--- src/rtl/aes_frame_loader.sv ---
// aes_frame_loader: assembles header-framed key/message byte streams into
// parallel AES frames and holds each frame until downstream acknowledges it.
module aes_frame_loader #(
  parameter int unsigned nk       = 8,
  parameter int unsigned nb       = 4,
  parameter logic [7:0]  HDR_FULL = 8'hA5,
  parameter logic [7:0]  HDR_MSG  = 8'h5A
) (
  input  logic             clk,
  input  logic             rst,
  input  logic [7:0]       byte_in,
  input  logic             byte_valid,
  output logic             byte_ready,
  output logic [32*nk-1:0] frame_key,
  output logic [32*nb-1:0] frame_msg,
  output logic             frame_valid,
  input  logic             frame_ack,
  output logic             key_valid,
  output logic             hdr_err
);

  localparam int unsigned KW = 32 * nk;
  localparam int unsigned MW = 32 * nb;
  localparam int unsigned KB = 4 * nk;
  localparam int unsigned MB = 4 * nb;
  localparam int unsigned CW = 6;

  typedef enum logic [1:0] {
    IDLE = 2'd0,
    KEY  = 2'd1,
    MSG  = 2'd2,
    HOLD = 2'd3
  } state_t;

  state_t          state, state_nxt;
  logic [CW-1:0]   cnt, cnt_nxt;
  logic [KW-1:0]   key_nxt;
  logic [MW-1:0]   msg_nxt;
  logic            key_valid_nxt;
  logic            hdr_err_nxt;
  logic            byte_ready_nxt;
  logic            frame_valid_nxt;
  logic            accept_c;

  // A byte is consumed only when the registered ready was high at the edge.
  assign accept_c = byte_valid && byte_ready;

  // Next-state, datapath and next-output decode.
  always_comb begin
    state_nxt     = state;
    cnt_nxt       = cnt;
    key_nxt       = frame_key;
    msg_nxt       = frame_msg;
    key_valid_nxt = key_valid;
    hdr_err_nxt   = 1'b0;

    case (state)
      IDLE: begin
        if (accept_c) begin
          if (byte_in == HDR_FULL) begin
            state_nxt = KEY;
            cnt_nxt   = '0;
          end else if ((byte_in == HDR_MSG) && key_valid) begin
            state_nxt = MSG;
            cnt_nxt   = '0;
          end else begin
            hdr_err_nxt = 1'b1;
          end
        end
      end

      KEY: begin
        if (accept_c) begin
          key_nxt = {frame_key[KW-9:0], byte_in};
          if (cnt == CW'(KB - 1)) begin
            cnt_nxt       = '0;
            key_valid_nxt = 1'b1;
            state_nxt     = MSG;
          end else begin
            cnt_nxt = cnt + CW'(1);
          end
        end
      end

      MSG: begin
        if (accept_c) begin
          msg_nxt = {frame_msg[MW-9:0], byte_in};
          if (cnt == CW'(MB - 1)) begin
            cnt_nxt   = '0;
            state_nxt = HOLD;
          end else begin
            cnt_nxt = cnt + CW'(1);
          end
        end
      end

      HOLD: begin
        if (frame_ack) begin
          state_nxt = IDLE;
        end
      end

      default: begin
        state_nxt = IDLE;
        cnt_nxt   = '0;
      end
    endcase

    // Handshake outputs follow the upcoming state so they are registered.
    byte_ready_nxt  = (state_nxt != HOLD);
    frame_valid_nxt = (state_nxt == HOLD);
  end

  // State, counter and registered outputs; reset aborts any partial frame.
  always_ff @(posedge clk) begin
    if (rst) begin
      state       <= IDLE;
      cnt         <= '0;
      frame_key   <= '0;
      frame_msg   <= '0;
      key_valid   <= 1'b0;
      hdr_err     <= 1'b0;
      byte_ready  <= 1'b0;
      frame_valid <= 1'b0;
    end else begin
      state       <= state_nxt;
      cnt         <= cnt_nxt;
      frame_key   <= key_nxt;
      frame_msg   <= msg_nxt;
      key_valid   <= key_valid_nxt;
      hdr_err     <= hdr_err_nxt;
      byte_ready  <= byte_ready_nxt;
      frame_valid <= frame_valid_nxt;
    end
  end

endmodule
--- config.mk ---
export PLATFORM = sky130hd
export DESIGN_NAME = aes_frame_loader
export DESIGN_NICKNAME = d
export VERILOG_FILES = /design/src/rtl/aes_frame_loader.sv
export SDC_FILE = /design/constraint.sdc
export NUM_CORES = 1
export LEC_CHECK = 0
export BUFFER_PORTS_ARGS = -buffer_cell sky130_fd_sc_hd__clkbuf_2
export CAP_MARGIN = 25
export CORE_MARGIN = 4
export CORE_UTILIZATION = 51
export CTS_CLUSTER_DIAMETER = 120
export CTS_CLUSTER_SIZE = 30
export DETAILED_ROUTE_END_ITERATION = 10
export PLACE_DENSITY = 0.84
export SETUP_SLACK_MARGIN = 0.3
export SYNTH_ARGS = -nofsm -noshare
export SYNTH_HDL_FRONTEND = slang
export SYNTH_SLANG_ARGS = --single-unit
--- constraint.sdc ---
create_clock -name clk -period 2.9 [get_ports clk]
set_clock_uncertainty 0.15 [all_clocks]
set_input_delay 0 -clock clk [delete_from_list [all_inputs] [get_ports clk]]
set_output_delay 0 -clock clk [all_outputs]
set_load 0.01 [all_outputs]
# Word level (Yosys, flattened, before mapping)
# Index checks and enable logic that the tools add are counted.
[classes] add_sub_neg=1 eq_ne=13 mux=18 n_bitwise=2 n_reduce_logical=9
[ops] operator="2-to-1 mux 6 bit" n=7
[ops] operator="case mux 6 bit (3 select lines)" n=1
[ops] operator="2-to-1 mux 2 bit" n=8
[ops] operator="== test 8 x 7 -> 1 bit (second input constant)" n=1
[ops] operator="== test 8 bit (second input constant)" n=1
[ops] operator="inequality test 2 bit (second input constant)" n=4
[ops] operator="case mux 2 bit (4 select lines)" n=1
[ops] operator="adder 6 x 1 -> 6 bit (second input constant)" n=1
[ops] operator="== test 2 bit (second input constant)" n=3
[ops] operator="== test 6 x 4 -> 1 bit (second input constant)" n=1
[ops] operator="== test 6 x 5 -> 1 bit (second input constant)" n=1
[ops] operator="AND reduction 5 bit" n=1
[ops] operator="AND reduction 2 bit" n=2
[ops] operator="OR reduction 4 bit" n=1
[ops] operator="inequality test 3 bit (second input constant)" n=1
[ops] operator="AND reduction 3 bit" n=1
[ops] operator="nonzero test 3 bit" n=1
[ops] operator="== test 2 x 1 -> 1 bit (second input constant)" n=1
[ops] operator="logical AND 1 bit" n=2
[ops] operator="zero test 2 bit" n=1
[ops] operator="NOT 1 bit" n=2
[ops] operator="2-to-1 mux 1 bit" n=1
[totals] regBits=396 inputBits=12 out_inout_bits=388 elab_cells=51

# Logic depth before layout (Yosys ltp)
# Gate-level depths: netlist (run 1).
[logic_depth] ltp_word=7 mapped_depth=8 depth_no_buf=7

# Worst setup path after synthesis (run 1)
# No wires, ideal clock.
[synth_path] path_kind="register to register" from="register state[0]" to="register cnt[4]" setup_ns=0.070 t_arrival_ns=2.017 required_time_ns=2.680 setup_slack_ns=0.663 stages_incl_launch_ff=8 path_buffers=0 period_less_slack_ns=2.237 cell_sequence="dfxtp_1 -> inv_1 -> ha_1 -> or3_1 -> a21oi_2 -> o21ai_2 -> or4_1 -> a21oi_1"
[synth_via] elab_chain_cells=3 word_cells_on_any_way=10 classes_between="eq/ne (6); mux (1); reduce/logical (3)"
[synth_lines] element="start: declaration" line="35" rtl="state_t state, state_nxt;"
[synth_lines] element="start signal: assignment" line="126" rtl="state <= state_nxt;"
[synth_lines] element="== test 2 x 1 -> 1 bit (tied with other cells)" line="57" rtl="case (state)"
[synth_lines] element="inequality test 2 bit (no source line) (tied with other cells)"
[synth_lines] element="AND reduction 5 bit (no source line)"
[synth_lines] element="end signal: assignment" line="127" rtl="cnt <= cnt_nxt;"
[synth_lines] element="end: declaration" line="36" rtl="logic [CW-1:0] cnt, cnt_nxt;"
# Several ways; a longest one is shown, not always the timed one.
# A chain may end at the register's enable or synchronous reset.

# Worst setup path after layout (run 1)
# Ends and elaborated chain as after synthesis.

==> summary.md, run 1 <==
| Metric | Value |
|---|---|
| Outcome | completed |
| Sw Pwr | 1.807 mW |
| Ys Warns | 0 |
| Routed len/inst | 15.80 um |
| Area growth, synth to finish | 20.66% |
| Total power | 8.391 mW |
| First-pass detailed-route iteration total | 5 |
| Clk slew on worst S/H paths | 0.11 ns |
| Post-synth top area cell | dfxtp_1 |
| Rows | 59 |
| Wirelength, routed | 38.05 mm |
| Primary FF master, synth | dfxtp_1 |
| Post-DP HPWL | 26.81 mm |
| Detailed-route DRC error count | 0 |
| Worst rel slew slack | 52.09% |
| Most common cell in the netlist | nand2_1 |
| Cell at the slowest stage of the critical path | or4_1 |
| Clk Latency, worst-skew pair | 0.51 ns |
| IO Pins | 400 |
| End point of the critical path | cnt[4]$_SDFFE_PP0P_ |
| I/O Buffers | 399 |
| Clk root buf | clkbuf_16 |
| Pre-CTS setup slack | 0.4065 ns |
| FF/Latch Area | 0.007929 mm2 |
| H-tree levels | 1 |
| Asr flop ratio synth | 0% |
| DIE HEIGHT | 172.2 um |
| RR Endpoint | cnt[4]$_SDFFE_PP0P_ |
| Largest net degree at the start of global routing | 129 |
| Sequential share of the synthesized area | 57.64% |
| Fin crit period | 2.379 ns |
| Final std cells w/o fill | 2409 |
| Max FO, Critical Path | 9 |
| Internal power | 6.583 mW |
| Number of fill cells | 2281 |
| Vias per cell | 5.303 |
| RePlAce Congestion | 0.8384 |
| Final worst-path cycle share | 82.04% |
| Sw Ratio | 21.54% |
| Peak VDD IR | 0.0006097 V |
| Final TNS setup | 0 ns |
| Placed instance area | 0.01602 mm2 |
| CP startpoint | state[0]$_SDFF_PP0_ |
| PD cells | 505.6 mW/mm2 |
| Final #Nets | 2094 |
| Starting density of the core | 52.34% |
| EDFF count, synth | 0 |
| RSZ-0062 raised after global routing | false |
| R2R cell count | 7 |
| Reg2reg start | state[0]$_SDFF_PP0_ |
| Max Slew Vio Count | 0 |
| Critical Path Max Stage Delay | 0.52 ns |
| CTS Buffer Depth | 3 |
| Power share of the combinational group | 2.8% |
| R2R Setup Slk | 0.52 ns |
| Die area | 0.02966 mm2 |
| Final Hold Viols | 0 |
| Initial DRC count | 955 |
| CP required | 3.20 ns |
| Placeable core area | 0.02628 mm2 |
| Final WS setup | 0.5209 ns |
| Grt ovf | 0 |
| Max Fclk | 0.4203 GHz |
| # setup viols final | 0 |
| Post-synth top area share | 57.64% |
| Post-Syn Nets | 1775 |
| Final Cell Area | 0.01660 mm2 |
| Hold crit path type | in -> reg |
| Synthesized area | 0.01375 mm2 |
| Die Span X | 172.2 um |
| Initial antenna violation count | 0 |
| Dpl cells | 2380 |
| Layout cells sized above 1 | 21.55% |
| Crit Path Class | reg -> reg |
| Synth area leaders | dfxtp_1, nand2_1, a21oi_1 |
| Global-route wire length before repair | 58.90 mm |
| Mean post-synth cell area | 7.833 um2 |
| Worst Setup End Kind | flip-flop |
| TritonCTS Sinks | 396 |
| Post-synth top cells | nand2_1, dfxtp_1, a21oi_1 |
| Leakage power total | 6.340 nW |
| Antenna Cells | 0 |
| Startpoint Class | flip-flop |
| Crit-path cells | inv_1, ha_2, or3_1, a21oi_2, o21ai_2, or4_1, a21oi_1 |
| Max cap viols | 0 |
| WP data arrival | 2.68 ns |
| GR Util All Layers | 23.79% |
| Footprint of the multi-input gates | 0.005360 mm2 |
| Slew @ Worst Pin | 0.7187 ns |
| Via count | 12770 |
| Synth Register Bits | 396 |
| Vias in the first global route | 11400 |
| Synth unique cells | 34 |
| TritonCTS clock tree | yes |
| CTS buffer count | 17 |
| Sequential fraction of design power | 64.9% |
| Clk network pwr share | 32.3% |
| Synth Instances | 1756 |
| Detail Route Antenna Nets | 0 |
[worst max-delay path: cells and delay by family (launching register included)]
| family | cells | cell delay, ns |
|---|---|---|
| buffers and inverters | 1 | 0.11 |
| AND/OR/NAND/NOR | 2 | 0.93 |
| flip-flops | 1 | 0.41 |
| adder cells (fa/ha/maj) | 1 | 0.26 |
| AO/OA/AOI/OAI | 3 | 0.46 |
[flip-flops by register name, indices dropped and copies added (netlist names)]
signal / count
frame_key: 256
byte_ready: 1
key_valid: 1
hdr_err: 1
cnt: 6
frame_valid: 1
state: 2
frame_msg: 128
[power groups by stage]
stage	combinational [mW]	sequential [mW]	clock, mW
after floorplan	0.145	5.57	0
after detailed placement	0.217	5.57	0
after global routing	0.256	5.45	2.95
after global placement	0.216	5.57	0
final	0.234	5.45	2.71
after CTS	0.231	5.45	2.79
[logic make-up (layout without fill, tap and decap cells)]
kind of cell / count (synthesis) / count (layout) / synth area share (%)
flip-flops: 396 / 396 / 57.64
AO/OA/AOI/OAI: 413 / 413 / 15.33
adder cells (fa/ha/maj): 7 / 7 / 0.6367
AND/OR/NAND/NOR: 804 / 804 / 22.64
multiplexers: 1 / 1 / 0.07278
buffers and inverters: 135 / 453 / 3.684
[metrics by stage]
step | util, % | hold WS (ns)
2_1_floorplan | - | -0.01401
3_3_place_gp | 60.97 | 0.1487
3_5_place_dp | 60.97 | 0.1503
4_1_cts | 63.13 | 0.1490
5_1_grt | 63.15 | 0.1838
6_report | 63.15 | 0.1774
[routing by layer]
layer,track usage (%),share of wire (%)
met5,0,0
met4,8.407,4.2
met3,5.030,8.3
met2,39.76,48
met1,30.67,40
[worst min path at each step]
stage                           from                   endpoint  slack (ns)  cells after the start
after floorplan           byte_in[0]  frame_key[0]$_SDFFE_PP0P_       -0.01                      2
after global placement    byte_in[5]  frame_msg[5]$_SDFFE_PP0P_        0.15                      3
after detailed placement  byte_in[5]  frame_msg[5]$_SDFFE_PP0P_        0.15                      3
after CTS                 byte_in[4]  frame_msg[4]$_SDFFE_PP0P_        0.15                      4
after global routing      byte_in[1]  frame_msg[1]$_SDFFE_PP0P_        0.18                      4
final                     byte_in[4]  frame_msg[4]$_SDFFE_PP0P_        0.18                      4
[cell type report]
type / count / area share (%)
Timing Repair Buffer: 429 / 14.52
Inverter: 6 / 0.1357
Sequential cell: 396 / 47.78
Multi-Input combinational cell: 1225 / 32.30
Clock buffer: 17 / 2.563
Clock inverter: 1 / 0.1809
Tap cell: 335 / 2.526
[what timing repair did]
action,in CTS,in global routing
buffers inserted,0,0
hold endpoints to repair,108,0
gates resized for setup,0,3
endpoints found under the setup margin,0,3
hold buffers,11,0
[placed cells by master, fill, tap and decap left out, drive strengths merged]
master         n
and4b          1
and4bb         1
or3            2
ha             7
a31o           1
or4            2
o31ai          2
nand2        771
clkinv         1
mux2i          1
a31oi          1
a22o           1
nand4bb        2
o32ai          1
nand3b         2
o41ai          1
o21ai          9
buf           20
nor4           1
nor3           1
nand4b         1
a21oi        395
o21ba          1
clkbuf       415
o2111ai        1
nand2b         2
nor2           3
and3b          1
nand3          6
inv            6
dlygate4sd3   11
nor2b          4
dfxtp        396
and3           4
(Power assumes the default switching activity.)
==> inputs of run 2 (changes only) <==
CORE_UTILIZATION = 46   (was 51)
PLACE_DENSITY = 0.8   (was 0.84)
clock period = 2.13 ns   (was 2.9 ns; I/O delays follow)
==> run 2 against run 1 <==
Against the previous run: non-clock buffer count up 57; register-to-register slack lost 0.49 ns; first-iteration DRC count increased by 19%; total power grew 39%; combinational power grew 82%; clock power rose by 41%; sequential power up 36%; core utilization fell by 2.8 points; via count up 5.0%; worst hold slack better by 0.014 ns; setup slack got worse by 0.49 ns; largest power group unchanged.
==> summary.md, run 2 (synthesized netlist as in run 1, its figures left out) <==
| Metric | Value |
|---|---|
| Final WS setup | 0.02814 ns |
| Largest net degree at the start of global routing | 112 |
| Final #Nets | 2152 |
| Area growth, synth to finish | 29.62% |
| Max Fclk | 0.4758 GHz |
| Startpoint Class | flip-flop |
| Largest Register | frame_key |
| Crit Path Class | reg -> reg |
| Internal power | 9.044 mW |
| Detail Route Antenna Nets | 0 |
| Hold crit path type | in -> reg |
| H-tree levels | 1 |
| Clk Latency, worst-skew pair | 0.54 ns |
| Grt ovf | 0 |
| Final std cells w/o fill | 2524 |
| I/O Buffers | 399 |
| Peak VDD IR | 0.0007332 V |
| Sw Pwr | 2.615 mW |
| Final Hold Viols | 0 |
| Clk network pwr share | 32.8% |
| # setup viols final | 0 |
| Leakage power total | 6.860 nW |
| IO Pins | 400 |
| Sequential fraction of design power | 63.6% |
| Outcome | completed |
| Die area | 0.03273 mm2 |
| WP data arrival | 2.43 ns |
| Routed len/inst | 17.46 um |
| Final worst-path cycle share | 98.68% |
| Min-delay src | byte_in[2] |
| Cell at the slowest stage of the critical path | or4_1 |
| Total power | 11.66 mW |
| Placeable core area | 0.02956 mm2 |
| Pre-CTS setup slack | -0.01415 ns |
| Hold path endpoint | frame_key[2]$_SDFFE_PP0P_ |
| Initial DRC count | 1134 |
| Post-layout util | 60.31% |
| Via count | 13410 |
| TritonCTS Sinks | 396 |
| Post-DP HPWL | 27.63 mm |
| Clk root buf | clkbuf_16 |
| Number of fill cells | 2598 |
| Max Slew Vio Count | 0 |
| Hold_ws | 0.1913 ns |
| First-pass detailed-route iteration total | 5 |
| Regs by FF count | frame_key x256, frame_msg x128, cnt x6 |
| GR Util All Layers | 22.62% |
| Vias per cell | 5.313 |
| CTS buffer count | 17 |
| Starting density of the core | 46.53% |
| R2R cell count | 7 |
| Worst rel slew slack | 50.94% |
| Layout cells sized above 1 | 25.02% |
| Dpl cells | 2450 |
| Max cap viols | 0 |
| CTS Buffer Depth | 3 |
| TritonCTS clock tree | yes |
| RePlAce Congestion | 0.8923 |
| Rows | 63 |
| DIE HEIGHT | 180.9 um |
| Placed instance area | 0.01633 mm2 |
| Fin crit period | 2.102 ns |
| RSZ-0062 raised after global routing | true |
| Hold depth | 4 |
| Antenna Cells | 0 |
| Slew @ Worst Pin | 0.7360 ns |
| Critical Path Max Stage Delay | 0.48 ns |
| Detailed-route DRC error count | 0 |
| Max FO, Critical Path | 5 |
| Commonest cells after routing, fill and taps aside | nand2_1, clkbuf_2, dfxtp_1 |
| Clk slew on worst S/H paths | 0.12 ns |
| Die Span X | 180.9 um |
| Commonest non-fill, non-tap cell in the layout | nand2_1 |
| Final Cell Area | 0.01783 mm2 |
| Crit-path cells | inv_4, ha_4, or3_4, a21oi_4, o21ai_4, or4_1, a21oi_1 |
| Final TNS setup | 0 ns |
| Initial antenna violation count | 0 |
| Worst Setup End Kind | flip-flop |
| PD cells | 654.0 mW/mm2 |
| Vias in the first global route | 11990 |
| Power share of the combinational group | 3.7% |
| Sw Ratio | 22.43% |
| RR Endpoint | cnt[4]$_SDFFE_PP0P_ |
| CP required | 2.45 ns |
| Wirelength, routed | 44.07 mm |
| Reg2reg start | state[0]$_SDFF_PP0_ |
| R2R Setup Slk | 0.03 ns |
| Largest register FFs | 256 |
| Global-route wire length before repair | 62.49 mm |
## run 2: changes by cell type in the layout (fill, tap and decap cells not counted), sizes merged
cell | before | now
inv | 6 | 7
buf | 20 | 59
bufbuf | 0 | 1
nand3 | 6 | 7
clkbuf | 415 | 433
## run 2: final cells by class
type	instances	area [um2]	area share, %
Sequential cell	396	7936	44.52
Multi-Input combinational cell	1226	5500	30.85
Timing Repair Buffer	486	3408	19.12
Tap cell	390	488.0	2.737
Clock buffer	18	429.2	2.407
Clock inverter	2	38.79	0.2176
Inverter	6	27.53	0.1544
## run 2: worst max path at each step
stage          slack, ns             endpoint           startpoint
2_1_floorplan       0.11  cnt[4]$_SDFFE_PP0P_  state[1]$_SDFF_PP0_
3_3_place_gp        0.04  cnt[4]$_SDFFE_PP0P_  state[0]$_SDFF_PP0_
3_5_place_dp       -0.01  cnt[4]$_SDFFE_PP0P_  state[0]$_SDFF_PP0_
4_1_cts             0.04  cnt[2]$_SDFFE_PP0P_  state[1]$_SDFF_PP0_
5_1_grt            -0.02  cnt[4]$_SDFFE_PP0P_  state[1]$_SDFF_PP0_
6_report            0.03  cnt[4]$_SDFFE_PP0P_  state[0]$_SDFF_PP0_
## run 2: worst max-delay path, delay by kind of cell (launching register included)
kind | cells | cell delay, ns
buffers and inverters | 1 | 0.06
DFF | 1 | 0.42
and+or+nand+nor | 2 | 0.85
AOI/OAI and AO/OA | 3 | 0.40
adders and majority gates | 1 | 0.15
## run 2: timing repair
action	4_1_cts	5_1_grt
hold buffers	11	0
cloned	2	20
setup buffers	6	15
setup endpoints to repair	82	266
resized for setup	15	28
endpoints found under the hold margin	114	0
pin swaps	5	4
## run 2: metal layers
metal / vias to the layer above / part of all wire [%] / track usage, %
li1: 6399 / - / -
met5: - / 0 / 0
met3: 129 / 7.3 / 4.691
met4: 0 / 5.5 / 9.921
met2: 560 / 47 / 37.79
met1: 6323 / 40 / 28.37
## run 2: power groups by stage
stage	Clock [mW]	Sequential [mW]	Combinational [mW]
detailed placement	0	7.58	0.320
floorplan	0	7.58	0.200
finish	3.82	7.41	0.426
global placement	0	7.58	0.319
CTS	3.89	7.41	0.354
global route	4.14	7.42	0.450
==> inputs of run 3 (changes only) <==
HOLD_SLACK_MARGIN = 0.02   (was default)
MAX_ROUTING_LAYER = met4   (was default)
==> run 3 against run 2 <==
Against the previous run: wire length is 19% higher; cell count is 2.6% higher; sequential share of layout area is 4.4 points lower; register-to-register slack hardly changed; combinational power is 50% higher; sequential cell count stayed put; clock-buffer cell count stayed put; design area is 11% higher; via count is 8.4% higher; die area stayed put; critical path depth is 4 higher; sequential power hardly changed; critical path type unchanged; critical endpoint is now frame_key[217]$_SDFFE_PP0P_; highest routed layer unchanged.
==> summary.md, run 3 (synthesized netlist as in run 1, its figures left out) <==
| Metric | Value |
|---|---|
| Outcome | completed |
| TritonCTS clock tree | yes |
| Clk Latency, worst-skew pair | 0.55 ns |
| CP required | 2.45 ns |
| Global-route wire length before repair | 66.01 mm |
| CTS Buffer Depth | 3 |
| Crit-path cells | inv_4, ha_4, buf_4, buf_6, buf_6, nand3_4, buf_4, clkbuf_16, buf_6, nand2_1, a21oi_1 |
| Worst rel slew slack | 44.73% |
| Internal power | 9.169 mW |
| Via count | 14540 |
| PD cells | 601.1 mW/mm2 |
| Crit Path Class | reg -> reg |
| Max Slew Vio Count | 0 |
| IO Pins | 400 |
| Die area | 0.03273 mm2 |
| Max FO, Critical Path | 8 |
| DIE HEIGHT | 180.9 um |
| Vias per cell | 5.615 |
| Startpoint Class | flip-flop |
| Grt ovf | 0 |
| Regs by FF count | frame_key x256, frame_msg x128, cnt x6 |
| Sequential fraction of design power | 62.3% |
| Die Span X | 180.9 um |
| I/O Buffers | 399 |
| # setup viols final | 0 |
| H-tree levels | 1 |
| CTS buffer count | 17 |
| WP data arrival | 2.43 ns |
| Cell at the slowest stage of the critical path | dfxtp_4 |
| Wirelength, routed | 52.32 mm |
| Detailed-route DRC error count | 0 |
| Critical Path Max Stage Delay | 0.40 ns |
| Commonest cells after routing, fill and taps aside | nand2_1, clkbuf_2, dfxtp_1 |
| Final TNS setup | 0 ns |
| Clk root buf | clkbuf_16 |
| RSZ-0062 raised after global routing | true |
| Final #Nets | 2217 |
| GR Util All Layers | 24.76% |
| Initial DRC count | 1316 |
| Placeable core area | 0.02956 mm2 |
| Layout cells sized above 1 | 32.42% |
| Post-DP HPWL | 26.87 mm |
| Peak VDD IR | 0.0005148 V |
| Rows | 63 |
| Worst Setup End Kind | flip-flop |
| TritonCTS Sinks | 396 |
| Starting density of the core | 46.53% |
| Routed len/inst | 20.21 um |
| Number of fill cells | 2227 |
| Initial antenna violation count | 0 |
| Fin crit period | 2.113 ns |
| Vias in the first global route | 12380 |
| Antenna Cells | 0 |
| Clk network pwr share | 32.3% |
| Post-layout util | 66.92% |
| First-pass detailed-route iteration total | 6 |
| Leakage power total | 8.261 nW |
| Commonest non-fill, non-tap cell in the layout | nand2_1 |
| Final worst-path cycle share | 99.20% |
| Hold crit path type | in -> reg |
| Largest register FFs | 256 |
| Sw Ratio | 22.90% |
| Area growth, synth to finish | 43.82% |
| Power share of the combinational group | 5.4% |
| Sw Pwr | 2.723 mW |
| Detail Route Antenna Nets | 0 |
| Clk slew on worst S/H paths | 0.12 ns |
| Final Hold Viols | 0 |
| Max Fclk | 0.4733 GHz |
| Cell repeated most along the worst path | buf_6 |
| Largest net degree at the start of global routing | 117 |
| Slew @ Worst Pin | 0.8290 ns |
| RePlAce Congestion | 0.9190 |
| Largest Register | frame_key |
| Max cap viols | 0 |
==> run 3: cell types whose count changed in the layout (fill, tap and decap cells not counted), moves of 6 or more <==
cell	change
buf_8	+6
buf_12	+14
nand2_1	-72
buf_16	+9
buf_6	+12
a21oi_2	+37
nand2_2	+20
nand2_4	+52
clkbuf_16	+25
a21oi_1	-37
==> run 3: final timing paths <==
kind,startpoint,endpoint,slack (ns),depth (start not counted)
hold reg to reg,frame_msg[111]$_SDFFE_PP0P_,frame_msg[119]$_SDFFE_PP0P_,0.30,2
hold / removal,byte_in[5],frame_key[5]$_SDFFE_PP0P_,0.19,4
setup / recovery,state[1]$_SDFF_PP0_,frame_key[217]$_SDFFE_PP0P_,0.02,11
setup reg to reg,state[1]$_SDFF_PP0_,frame_key[217]$_SDFFE_PP0P_,0.02,11
==> run 3: critical path: cells and delay by family, from the launching register on <==
kind,cells,cell delay (ns)
simple gates,2,0.23
fa+ha+maj,1,0.15
flops,1,0.40
compound gates,1,0.21
buf+inv,7,0.88
==> run 3: timing repair <==
item,in CTS,in global routing
setup buffers,13,27
cloned,13,55
setup endpoints to repair,313,355
gates resized for setup,22,245
hold buffers,11,0
pin swaps,2,71
hold endpoints to repair,110,0
==> run 3: through the flow <==
| stage | std cells | hold slack, ns | worst slack, ns | instance area, um2 | total power [mW] |
|---|---|---|---|---|---|
| floorplan | 1756 | -0.01401 | 0.1063 | 13790 | 7.783 |
| global placement | 2450 | 0.1525 | 0.05548 | 16300 | 7.899 |
| detailed placement | 2450 | 0.1542 | -0.01677 | 16300 | 7.904 |
| CTS | 2507 | 0.1524 | 0.05532 | 17470 | 11.72 |
| global route | 2589 | 0.1935 | -0.03577 | 19780 | 12.23 |
| finish | 2589 | 0.1860 | 0.01703 | 19780 | 11.89 |
==> run 3: power by group through the flow <==
stage          registers (mW)  clock network, mW  logic, mW
2_1_floorplan            7.58                  0      0.200
3_3_place_gp             7.58                  0      0.318
3_5_place_dp             7.58                  0      0.321
4_1_cts                  7.41               3.90      0.402
5_1_grt                  7.42               4.15      0.660
6_report                 7.41               3.84      0.638
==> run 3: per-layer routing <==
| layer | part of all wire, % | global-route usage, % | up-vias |
|---|---|---|---|
| met4 | 6.3 | 10.77 | 0 |
| met5 | 0 | - | - |
| met1 | 37 | 31.46 | 6860 |
| met2 | 47 | 39.45 | 889 |
| met3 | 9.3 | 3.765 | 222 |
| li1 | - | - | 6567 |
==> run 3: layout make-up <==
class	instances	area (um2)	area share [%]
timing repair buffer	551	4755	24.04
inverter	6	27.53	0.1392
tap	390	488.0	2.467
clock inverter	2	38.79	0.1961
sequential	396	7940	40.14
multi-input combinational	1226	6103	30.85
clock buffer	18	429.2	2.170
